File: config.mk
export PLATFORM = sky130hd
export DESIGN_NAME = obstacle_scheduler_flat
export DESIGN_NICKNAME = d
export VERILOG_FILES = /design/src/rtl/obstacle_scheduler_if.sv /design/src/rtl/obstacle_scheduler.sv /design/src/flat_wrapper.sv
export SDC_FILE = /design/constraint.sdc
export NUM_CORES = 1
export LEC_CHECK = 0
export CORE_ASPECT_RATIO = 0.75
export CORE_UTILIZATION = 41
export CTS_BUF_LIST = sky130_fd_sc_hd__clkbuf_4 sky130_fd_sc_hd__clkbuf_8
export DETAILED_ROUTE_END_ITERATION = 8
export PLACE_DENSITY = 0.62
export SLEW_MARGIN = 5
export SYNTH_ARGS = -nofsm -noshare
export SYNTH_HDL_FRONTEND = slang
export SYNTH_SLANG_ARGS = --single-unit
File: constraint.sdc
create_clock -name clk -period 3.3 [get_ports clk]
set_input_delay 0.66 -clock clk [delete_from_list [all_inputs] [get_ports clk]]
set_output_delay 0.66 -clock clk [all_outputs]
set_load 0.005 [all_outputs]
File: src/rtl/obstacle_scheduler_if.sv
// ---------------------------------------------------------------------------
// obstacle_scheduler_if
//   Frame-control and obstacle-slot bundle between the game controller
//   (master) and the obstacle scheduler (slave).
//
//   tick        frame tick, one-cycle pulse per video frame
//   run         game running; low while crashed / game over
//   restart     one-cycle pulse starting a new game
//   speed[3:0]  scroll distance per frame in pixels
//   slot_active per-slot valid flags, bit i = slot i
//   slot_x      packed 10-bit x positions, slot i = [10i+9:10i]
//   slot_type   packed 2-bit types, slot i = [2i+1:2i]
//               00 small cactus, 01 large cactus, 10 low bird, 11 high bird
//   spawn       one-cycle pulse when an obstacle is placed
//   overrun     sticky: a tick arrived while a frame was still in flight
// ---------------------------------------------------------------------------
interface obstacle_scheduler_if;
  logic        tick;
  logic        run;
  logic        restart;
  logic [3:0]  speed;
  logic [2:0]  slot_active;
  logic [29:0] slot_x;
  logic [5:0]  slot_type;
  logic        spawn;
  logic        overrun;

  modport master (
    output tick, run, restart, speed,
    input  slot_active, slot_x, slot_type, spawn, overrun
  );

  modport slave (
    input  tick, run, restart, speed,
    output slot_active, slot_x, slot_type, spawn, overrun
  );
endinterface

File: src/rtl/obstacle_scheduler.sv
// ---------------------------------------------------------------------------
// obstacle_scheduler
//   Keeps up to three scrolling obstacles for an endless-runner game. Each
//   accepted frame tick walks IDLE -> MOVE -> SPAWN -> IDLE:
//     entering MOVE : slots scroll left by speed, expired slots are freed,
//                     the gap accumulator grows, the LFSR steps once;
//     entering SPAWN: if the gap has reached the threshold and a slot is
//                     free, the lowest free slot gets a new obstacle at the
//                     right screen edge and spawn pulses during SPAWN.
//   Tick at cycle N: moved positions visible in N+1, spawn pulse in N+2,
//   everything settled from N+3.
//
//   clk   system clock
//   rstn  asynchronous active-low reset
//   bus   obstacle_scheduler_if.slave (frame control in, slot state out)
// ---------------------------------------------------------------------------
module obstacle_scheduler #(
  parameter int unsigned SCREEN_W   = 640,
  parameter int unsigned MIN_GAP    = 200,
  parameter int unsigned BIRD_SPEED = 6,
  parameter logic [15:0] LFSR_SEED  = 16'hACE1
) (
  input  logic clk,
  input  logic rstn,
  obstacle_scheduler_if.slave bus
);

  localparam int          NSLOT       = 3;
  localparam logic [9:0]  SPAWN_X     = 10'(SCREEN_W);
  localparam logic [10:0] THRESH_BASE = 11'(MIN_GAP);
  localparam logic [4:0]  BIRD_MIN    = 5'(BIRD_SPEED);
  // Galois form of x^16+x^14+x^13+x^11+1, shifting right.
  localparam logic [15:0] LFSR_TAPS   = 16'hB400;

  typedef enum logic [1:0] {IDLE, MOVE, SPAWN} state_t;

  state_t      state_q, state_d;
  logic        enter_move, enter_spawn, drop_tick;

  logic [2:0]  active_q;
  logic [9:0]  x_q    [NSLOT];
  logic [1:0]  type_q [NSLOT];
  logic [9:0]  gap_q;
  logic [10:0] thresh_q;
  logic [15:0] lfsr_q;
  logic        spawn_q;
  logic        overrun_q;

  logic [2:0]  free_vec, free_sel;
  logic        spawn_ok;
  logic        bird_ok;
  logic [1:0]  new_type;
  logic [10:0] gap_sum;
  logic [9:0]  gap_next;
  logic [15:0] lfsr_next;

  // -------------------------------------------------------------------------
  // FSM next state and per-edge strobes
  // -------------------------------------------------------------------------
  always_comb begin
    // NOTE: every output of this block gets a default first, so no path can
    // leave one unassigned and infer a latch.
    state_d     = state_q;
    enter_move  = 1'b0;
    enter_spawn = 1'b0;
    drop_tick   = 1'b0;
    unique case (state_q)
      IDLE: begin
        // With run low the tick is simply not accepted; nothing moves.
        if (bus.tick && bus.run) begin
          state_d    = MOVE;
          enter_move = 1'b1;
        end
      end
      MOVE: begin
        state_d     = SPAWN;
        enter_spawn = 1'b1;
        drop_tick   = bus.tick;
      end
      SPAWN: begin
        state_d   = IDLE;
        drop_tick = bus.tick;
      end
      default: state_d = IDLE;
    endcase
    if (bus.restart) begin
      state_d = IDLE;
    end
  end

  always_ff @(posedge clk or negedge rstn) begin
    if (!rstn) begin
      state_q <= IDLE;
    end else begin
      state_q <= state_d;
    end
  end

  // -------------------------------------------------------------------------
  // Datapath helpers
  // -------------------------------------------------------------------------
  // Isolate the lowest set bit of the free mask: lowest-index free slot.
  assign free_vec = ~active_q;
  assign free_sel = free_vec & (~free_vec + 3'd1);

  assign spawn_ok = enter_spawn && (|free_vec) && ({1'b0, gap_q} >= thresh_q);

  // Too slow for birds: force the type into the cactus half.
  assign bird_ok  = ({1'b0, bus.speed} >= BIRD_MIN);
  assign new_type = {lfsr_q[9] & bird_ok, lfsr_q[8]};

  assign gap_sum  = {1'b0, gap_q} + {7'd0, bus.speed};
  assign gap_next = gap_sum[10] ? 10'h3FF : gap_sum[9:0];

  assign lfsr_next = {1'b0, lfsr_q[15:1]} ^ (lfsr_q[0] ? LFSR_TAPS : 16'h0000);

  // -------------------------------------------------------------------------
  // State registers
  // -------------------------------------------------------------------------
  always_ff @(posedge clk or negedge rstn) begin
    if (!rstn) begin
      active_q  <= '0;
      // NOTE: the slot arrays are three small flop banks, not a RAM, so they
      // are cleared by reset like any other register.
      for (int i = 0; i < NSLOT; i++) begin
        x_q[i]    <= '0;
        type_q[i] <= '0;
      end
      gap_q     <= '0;
      thresh_q  <= THRESH_BASE;
      lfsr_q    <= LFSR_SEED;
      spawn_q   <= 1'b0;
      overrun_q <= 1'b0;
    end else if (bus.restart) begin
      // New game: clear the field but let the LFSR keep its sequence so
      // consecutive games do not replay the same obstacles.
      active_q  <= '0;
      for (int i = 0; i < NSLOT; i++) begin
        x_q[i]    <= '0;
        type_q[i] <= '0;
      end
      gap_q     <= '0;
      thresh_q  <= THRESH_BASE;
      spawn_q   <= 1'b0;
      overrun_q <= 1'b0;
    end else begin
      // NOTE: non-blocking assignments throughout, so every read below sees
      // the pre-edge value regardless of statement order.
      spawn_q <= 1'b0;
      if (drop_tick) begin
        overrun_q <= 1'b1;
      end

      if (enter_move) begin
        lfsr_q <= lfsr_next;
        gap_q  <= gap_next;
        for (int i = 0; i < NSLOT; i++) begin
          if (active_q[i]) begin
            if (x_q[i] >= {6'd0, bus.speed}) begin
              x_q[i] <= x_q[i] - {6'd0, bus.speed};
            end else begin
              // Scrolled off the left edge: free the slot, read back as 0.
              x_q[i]      <= '0;
              type_q[i]   <= '0;
              active_q[i] <= 1'b0;
            end
          end
        end
      end

      if (spawn_ok) begin
        for (int i = 0; i < NSLOT; i++) begin
          if (free_sel[i]) begin
            active_q[i] <= 1'b1;
            x_q[i]      <= SPAWN_X;
            type_q[i]   <= new_type;
          end
        end
        gap_q    <= '0;
        thresh_q <= THRESH_BASE + {3'd0, lfsr_q[7:0]};
        spawn_q  <= 1'b1;
      end
    end
  end

  // -------------------------------------------------------------------------
  // Outputs (all straight from registers)
  // -------------------------------------------------------------------------
  assign bus.slot_active = active_q;
  assign bus.spawn       = spawn_q;
  assign bus.overrun     = overrun_q;

  for (genvar g = 0; g < NSLOT; g++) begin : g_pack
    assign bus.slot_x[g*10 +: 10]  = x_q[g];
    assign bus.slot_type[g*2 +: 2] = type_q[g];
  end

endmodule

File: src/flat_wrapper.sv
// flat-port wrapper written by rule: the top's interface ports become plain ports
module obstacle_scheduler_flat 
#(
  parameter int unsigned SCREEN_W   = 640,
  parameter int unsigned MIN_GAP    = 200,
  parameter int unsigned BIRD_SPEED = 6,
  parameter logic [15:0] LFSR_SEED  = 16'hACE1
)
  (clk, rstn, bus_tick, bus_run, bus_restart, bus_speed, bus_slot_active, bus_slot_x, bus_slot_type, bus_spawn, bus_overrun);
  obstacle_scheduler_if bus_i ();
  input  logic clk;
  input  logic rstn;
  input wire logic [$bits(bus_i.tick)-1:0] bus_tick;
  input wire logic [$bits(bus_i.run)-1:0] bus_run;
  input wire logic [$bits(bus_i.restart)-1:0] bus_restart;
  input wire logic [$bits(bus_i.speed)-1:0] bus_speed;
  output wire logic [$bits(bus_i.slot_active)-1:0] bus_slot_active;
  output wire logic [$bits(bus_i.slot_x)-1:0] bus_slot_x;
  output wire logic [$bits(bus_i.slot_type)-1:0] bus_slot_type;
  output wire logic [$bits(bus_i.spawn)-1:0] bus_spawn;
  output wire logic [$bits(bus_i.overrun)-1:0] bus_overrun;
  assign bus_i.tick = bus_tick;
  assign bus_i.run = bus_run;
  assign bus_i.restart = bus_restart;
  assign bus_i.speed = bus_speed;
  assign bus_slot_active = bus_i.slot_active;
  assign bus_slot_x = bus_i.slot_x;
  assign bus_slot_type = bus_i.slot_type;
  assign bus_spawn = bus_i.spawn;
  assign bus_overrun = bus_i.overrun;
  obstacle_scheduler #(.SCREEN_W(SCREEN_W), .MIN_GAP(MIN_GAP), .BIRD_SPEED(BIRD_SPEED), .LFSR_SEED(LFSR_SEED)) u_core (.clk(clk), .rstn(rstn), .bus(bus_i));
endmodule
==> results.tsv, run 1 <==
metric	value	unit
status	complete, but fails checks	
violated checks	design-rule violations	
CP delay by family, top	compound AO/OA/AOI/OAI gates	
Post-Route Setup TNS	0	ps
Total Wirelength	11350	µm
Seq cells post-synth	78	
post-CTS setup buffer count	0	
Peak VDD IR	0.3812	mV
CP max stage delay	610	ps
Worst Slack Setup Final	449.5	ps
via count	3838	
vias per inst	5.771	
# IOs	50	
layout cells sized above 1	12.95	%
global-route wire length before repair	19060	µm
CTS buffer count	9	
vias in the first global route	3737	
TritonCTS Sinks	78	
Synth async-reset ratio	100.0	%
CTS max path bufs	2	
Antenna diodes	0	
Worst Hold Class	input pin to async pin	
port bufs	49	
cell mode on critical path	a21o_1	
Tightest Pin Transition	986.7	ps
sequential share of the synthesized area	41.98	%
GRT overflow	0	
final setup vio count	0	
largest fanout on the critical path	6	
H-tree depth	3	
maximum number of pins on one net before global-route repair	79	
Initial DRT Pass Iterations	7	
Nets	562	
Data arrival, critical path	3110	ps
prevailing post-synth register cell	dfrtp_1	
Slew HR	34.22	%
Critical Path, Cell by Cell	clkdlybuf4s50_1 -> ha_1 -> inv_1 -> fa_1 -> a21o_1 -> a2111oi_4 -> a21o_2 -> a21oi_1 -> a21o_1	
Post-DP HPWL	8215	µm
CORE AREA	11020	µm²
gp weighted congestion	0.8478	
synthesized area	4682	µm²
Hold Vio Cnt, Final	0	
TritonCTS clock tree	yes	
setup clock skew after layout	10.47	ps
CTS clk-pin slew, worst paths	90	ps
Mapped Cells	466	
Distinct cells, synth	65	
kind of critical path	input pin to flop	
CP startpoint kind	input pin	
Die X	125.4	µm
Placed Cells	649	
post-CTS sizing	0	
Hold Buf Count CTS	0	
slowest CP cell	clkdlybuf4s50_1	
yosys warns	0	
DR WL/cell	17.06	µm
post-route clock period utilization	86.38	%
Place WS	77.57	ps
Die Y	94.55	µm
Std-Cell Rows	33	
Pwr Density	414.5	nW/µm²
die area	11860	µm²
RSZ-0062 raised after global routing	false	
clock latency at the later pin of the worst-skew pair	370	ps
FMAX	350.8	MHz
Post-synth EDFFs	0	
leakage	0.002393	µW
GRT Overall Usage	20.78	%
Buf/Inv on CP	2	
Detailed Route Iter0 Violations	257	
placed cell areas	5335	µm²
CTS root buffer	clkbuf_8	
Period minus WS final	2851	ps
required time of the critical path	3560	ps
Final Instance Area	5540	µm²
Fin Hold WS	433.7	ps
DRC	7	
Cell Count, Final, Fillers Out	665	
fin. max-slew vios	0	
net count after synthesis	508	
Starting Density	42.47	%
Worst setup EP type	flop	
max_cap viols	0	
Mean Syn Cell Area	10.05	µm²
antenna violations before repair	0	
synthesis-to-layout area growth	18.33	%
Detail Route Antenna Nets	0	
[state kept, by name, indices dropped and copies added, names as in the netlist]
register / cells
u_core.gap_q: 10
u_core.bus.spawn: 1
u_core.bus.overrun: 1
u_core.bus.slot_x: 30
u_core.lfsr_q: 16
u_core.bus.slot_active: 3
u_core.state_q: 2
u_core.thresh_q: 9
u_core.bus.slot_type: 6
[report_power, final]
group / internal, µW / switching [µW]
combinational: 177 / 213
sequential: 1060 / 83.0
clock: 360 / 400
[layout make-up]
class / count / area (µm²)
clock buffers: 9 / 123.9
clock inverters: 7 / 81.33
fillers: 1000 / 5484
inverters: 27 / 101.3
multi-input cells: 344 / 2522
flip-flops and latches: 78 / 1966
well taps: 140 / 175.2
repair buffers: 60 / 570.5
[through the flow]
stage / utilization (%) / power [µW]
after CTS: 50.26 / 2323
after global routing: 50.26 / 2426
after floorplan: - / 1420
after detailed placement: 48.39 / 1555
final: 50.26 / 2296
after global placement: 48.39 / 1536
[final timing paths]
path / start / cells after the start / slack, ps / to
min reg2reg: u_core.lfsr_q[13] / 2 / 520 / u_core.lfsr_q[13]
min in group clk: u_core.lfsr_q[13] / 2 / 520 / u_core.lfsr_q[13]
max: bus_speed[0] / 9 / 450 / u_core.bus.slot_type[5]
max reg2reg: u_core.thresh_q[6] / 9 / 830 / u_core.gap_q[8]
max in group asynchronous: rstn / 1 / 2210 / u_core.lfsr_q[14]
min: rstn / 1 / 430 / u_core.bus.slot_x[13]
[logic make-up (layout without fill, tap and decap cells)]
kind of cell | Yosys count | after routing | share of synthesized area [%]
AND/OR/NAND/NOR | 149 | 149 | 17.80
XOR/XNOR | 26 | 26 | 4.864
adder cells (fa/ha/maj) | 33 | 33 | 9.460
buffers and inverters | 44 | 103 | 4.142
multiplexers | 22 | 22 | 5.051
AO/OA/AOI/OAI | 114 | 114 | 16.70
flip-flops | 78 | 78 | 41.98
[placed cells by master (no fill, tap or decap), types with 3 or more instances in the layout]
cell,instances
o21ai_0,14
fa_1,4
mux2i_1,9
clkbuf_8,9
inv_1,27
xor2_1,10
mux2_2,13
inv_6,3
nor2b_1,7
a22oi_1,7
a21o_1,5
nand3_1,10
a211oi_2,3
a211oi_1,5
o31ai_1,4
clkdlybuf4s50_1,48
nor2_1,33
a21oi_1,38
o31a_1,3
buf_4,12
o22ai_1,5
or3_1,6
and3_1,4
nor3_1,27
ha_1,29
o21a_1,7
dfstp_2,11
nor4_1,9
a41o_1,3
nand4_1,7
nand2_1,21
xnor2_1,16
nand3b_1,3
dfrtp_1,67
[routing by layer]
metal  vias up  part of all wire (%)  track usage [%]
met5         -                     0                0
met4         0                   1.6            6.809
met3        15                   4.7            4.363
met2       102                    46            33.47
met1      1898                    48            28.10
li1       1823                     -                -
[cells in the mapped netlist, types with 11 or more instances]
cell / instances / share of area [%]
nor3_1: 27 / 2.9
mux2_2: 13 / 3.1
nor2_1: 33 / 2.6
dfrtp_1: 67 / 36
nand2_1: 21 / 1.7
dfstp_2: 11 / 6.2
ha_1: 29 / 7.7
o21ai_0: 14 / 1.5
inv_1: 27 / 2.2
a21oi_1: 38 / 4.1
xnor2_1: 16 / 3.0
(Power assumes the default switching activity.)
==> run 2, diff against run 1 <==
--- a/config.mk
+++ b/config.mk
@@ -9,7 +9,7 @@
 export CORE_UTILIZATION = 41
 export CTS_BUF_LIST = sky130_fd_sc_hd__clkbuf_4 sky130_fd_sc_hd__clkbuf_8
 export DETAILED_ROUTE_END_ITERATION = 8
-export PLACE_DENSITY = 0.62
+export PLACE_DENSITY = 0.59
 export SLEW_MARGIN = 5
 export SYNTH_ARGS = -nofsm -noshare
 export SYNTH_HDL_FRONTEND = slang
==> run 2 against run 1 <==
Net effect: the run still ends with design-rule violations left; final cell count decreased by 0.15%; critical path type unchanged; utilization grew 0.057 points; setup slack gained 24 ps; register-to-register slack better by 80 ps; clock skew fell by 3.4 ps; critical endpoint is now u_core.gap_q[2]; fmax grew 0.86%; design area increased by 0.11%; wire length rose by 0.83%; clock-buffer cell count up 1; sequential cell count is the same; via count shrank 1.4%; critical path depth unchanged.
==> results.tsv, run 2 (synthesis results as in run 1) <==
metric	value	unit	change
status	complete, but fails checks		
violated checks	design-rule violations		
Hold Buf Count CTS	0		unchanged
Tightest Pin Transition	986.3	ps	-0.4203 ps
Nets	561		-0.18%
Place WS	140.1	ps	+62.54 ps
final setup vio count	0		unchanged
slowest CP cell	clkdlybuf4s50_1		
CP startpoint kind	input pin		
Worst Hold Class	input pin to async pin		
largest fanout on the critical path	6		unchanged
setup clock skew after layout	7.107	ps	-3.358 ps
Post-Route Setup TNS	0	ps	unchanged
required time of the critical path	3520	ps	-40 ps
Worst Slack Setup Final	473.7	ps	+24.21 ps
Detailed Route Iter0 Violations	258		+0.39%
leading cell types in the layout, fill and taps excluded	67 x dfrtp_1, 47 x clkdlybuf4s50_1, 38 x a21oi_1		
Cell Count, Final, Fillers Out	664		-0.15%
global-route wire length before repair	19100	µm	+0.18%
H-tree depth	3		unchanged
Detail Route Antenna Nets	0		unchanged
DR WL/cell	17.23	µm	+0.98%
fin. max-slew vios	0		unchanged
post-route clock period utilization	85.65	%	-0.73 points
Die Y	94.55	µm	unchanged
post-CTS setup buffer count	0		unchanged
GRT Overall Usage	20.93	%	+0.15 points
CTS root buffer	clkbuf_8		
most common cell after layout, fill and taps aside	dfrtp_1		
Slew HR	34.25	%	about the same
Starting Density	42.47	%	unchanged
via count	3786		-1.4%
TritonCTS clock tree	yes		
Peak VDD IR	0.2746	mV	-28%
CORE AREA	11020	µm²	unchanged
worst reg2reg path depth	8		-1
Placed Cells	648		-0.15%
Critical Path, Cell by Cell	clkdlybuf4s50_1 -> ha_1 -> inv_1 -> fa_1 -> nor2b_1 -> o31ai_1 -> o21ai_0 -> o22ai_1 -> nor3_1		
RSZ-0062 raised after global routing	false		
CP max stage delay	570	ps	-40 ps
Worst R2R Setup Slack	910	ps	+80 ps
max FFs per register	30		unchanged
Total Wirelength	11440	µm	+0.83%
GRT overflow	0		unchanged
Std-Cell Rows	33		unchanged
Die X	125.4	µm	unchanged
TritonCTS Sinks	78		unchanged
post-CTS sizing	0		unchanged
Antenna diodes	0		unchanged
DRC	6		-1
FMAX	353.8	MHz	+0.86%
max_cap viols	0		unchanged
Pwr Density	425.4	nW/µm²	+2.6%
CTS clk-pin slew, worst paths	90	ps	about the same
Pwr Total	2359	µW	+2.8%
vias per inst	5.702		-1.2%
Hold Vio Cnt, Final	0		unchanged
FF-to-FF End	u_core.gap_q[6]		
# IOs	50		unchanged
CTS max path bufs	2		unchanged
leakage	0.002394	µW	about the same
synthesis-to-layout area growth	18.47	%	
CTS buffer count	9		unchanged
Worst setup EP type	flop		
layout cells sized above 1	12.98	%	+0.025 points
Initial DRT Pass Iterations	9		+2
port bufs	49		unchanged
Post-DP HPWL	8231	µm	+0.19%
Period minus WS final	2826	ps	-24.21 ps
Data arrival, critical path	3040	ps	-70 ps
kind of critical path	input pin to flop		
clock latency at the later pin of the worst-skew pair	360	ps	about the same
gp weighted congestion	0.8345		-1.6%
vias in the first global route	3682		-1.5%
Fin Hold WS	450.6	ps	+16.84 ps
R2R Path Start	u_core.gap_q[8]		
antenna violations before repair	0		unchanged
die area	11860	µm²	unchanged
maximum number of pins on one net before global-route repair	79		unchanged
## run 2: worst max path at each step
| stage | from | to | slack [ps] | depth (start not counted) |
|---|---|---|---|---|
| 2_1_floorplan | bus_speed[1] | u_core.bus.slot_type[5] | 890 | 7 |
| 3_3_place_gp | bus_speed[3] | u_core.bus.slot_x[4] | 210 | 8 |
| 3_5_place_dp | bus_speed[1] | u_core.gap_q[2] | 140 | 8 |
| 4_1_cts | bus_speed[1] | u_core.gap_q[2] | 520 | 8 |
| 5_1_grt | bus_speed[0] | u_core.gap_q[2] | 230 | 9 |
| 6_report | bus_speed[0] | u_core.gap_q[2] | 470 | 9 |
## run 2: per-layer routing
layer	routed length (µm)	global-route usage (%)
met5	0	0
met3	513	4.476
met1	5625	29.14
met2	5160	32.87
met4	142	6.098
## run 2: critical path: cells and delay by family
kind / cells / cell delay [ps]
adders and majority gates: 2 / 520
and+or+nand+nor: 2 / 120
buffers and inverters: 2 / 650
AOI/OAI and AO/OA: 3 / 1100
## run 2: report_power, final
group / internal [µW] / total, µW / switching (µW)
clock: 440 / 821 / 382
combinational: 175 / 386 / 211
sequential: 1060 / 1150 / 88.1
## run 2: metrics by stage
step,util [%],instance area (µm²)
3_3_place_gp,48.28,5323
3_5_place_dp,48.28,5323
5_1_grt,50.31,5547
2_1_floorplan,-,4682
4_1_cts,50.31,5547
6_report,50.31,5547
## run 2: final cells by class
class,count,area (µm²)
fill,1050,5478
timing repair buffer,59,558.0
clock inverter,6,92.59
multi-input combinational,344,2522
inverter,27,101.3
clock buffer,10,131.4
tap,140,175.2
sequential,78,1966
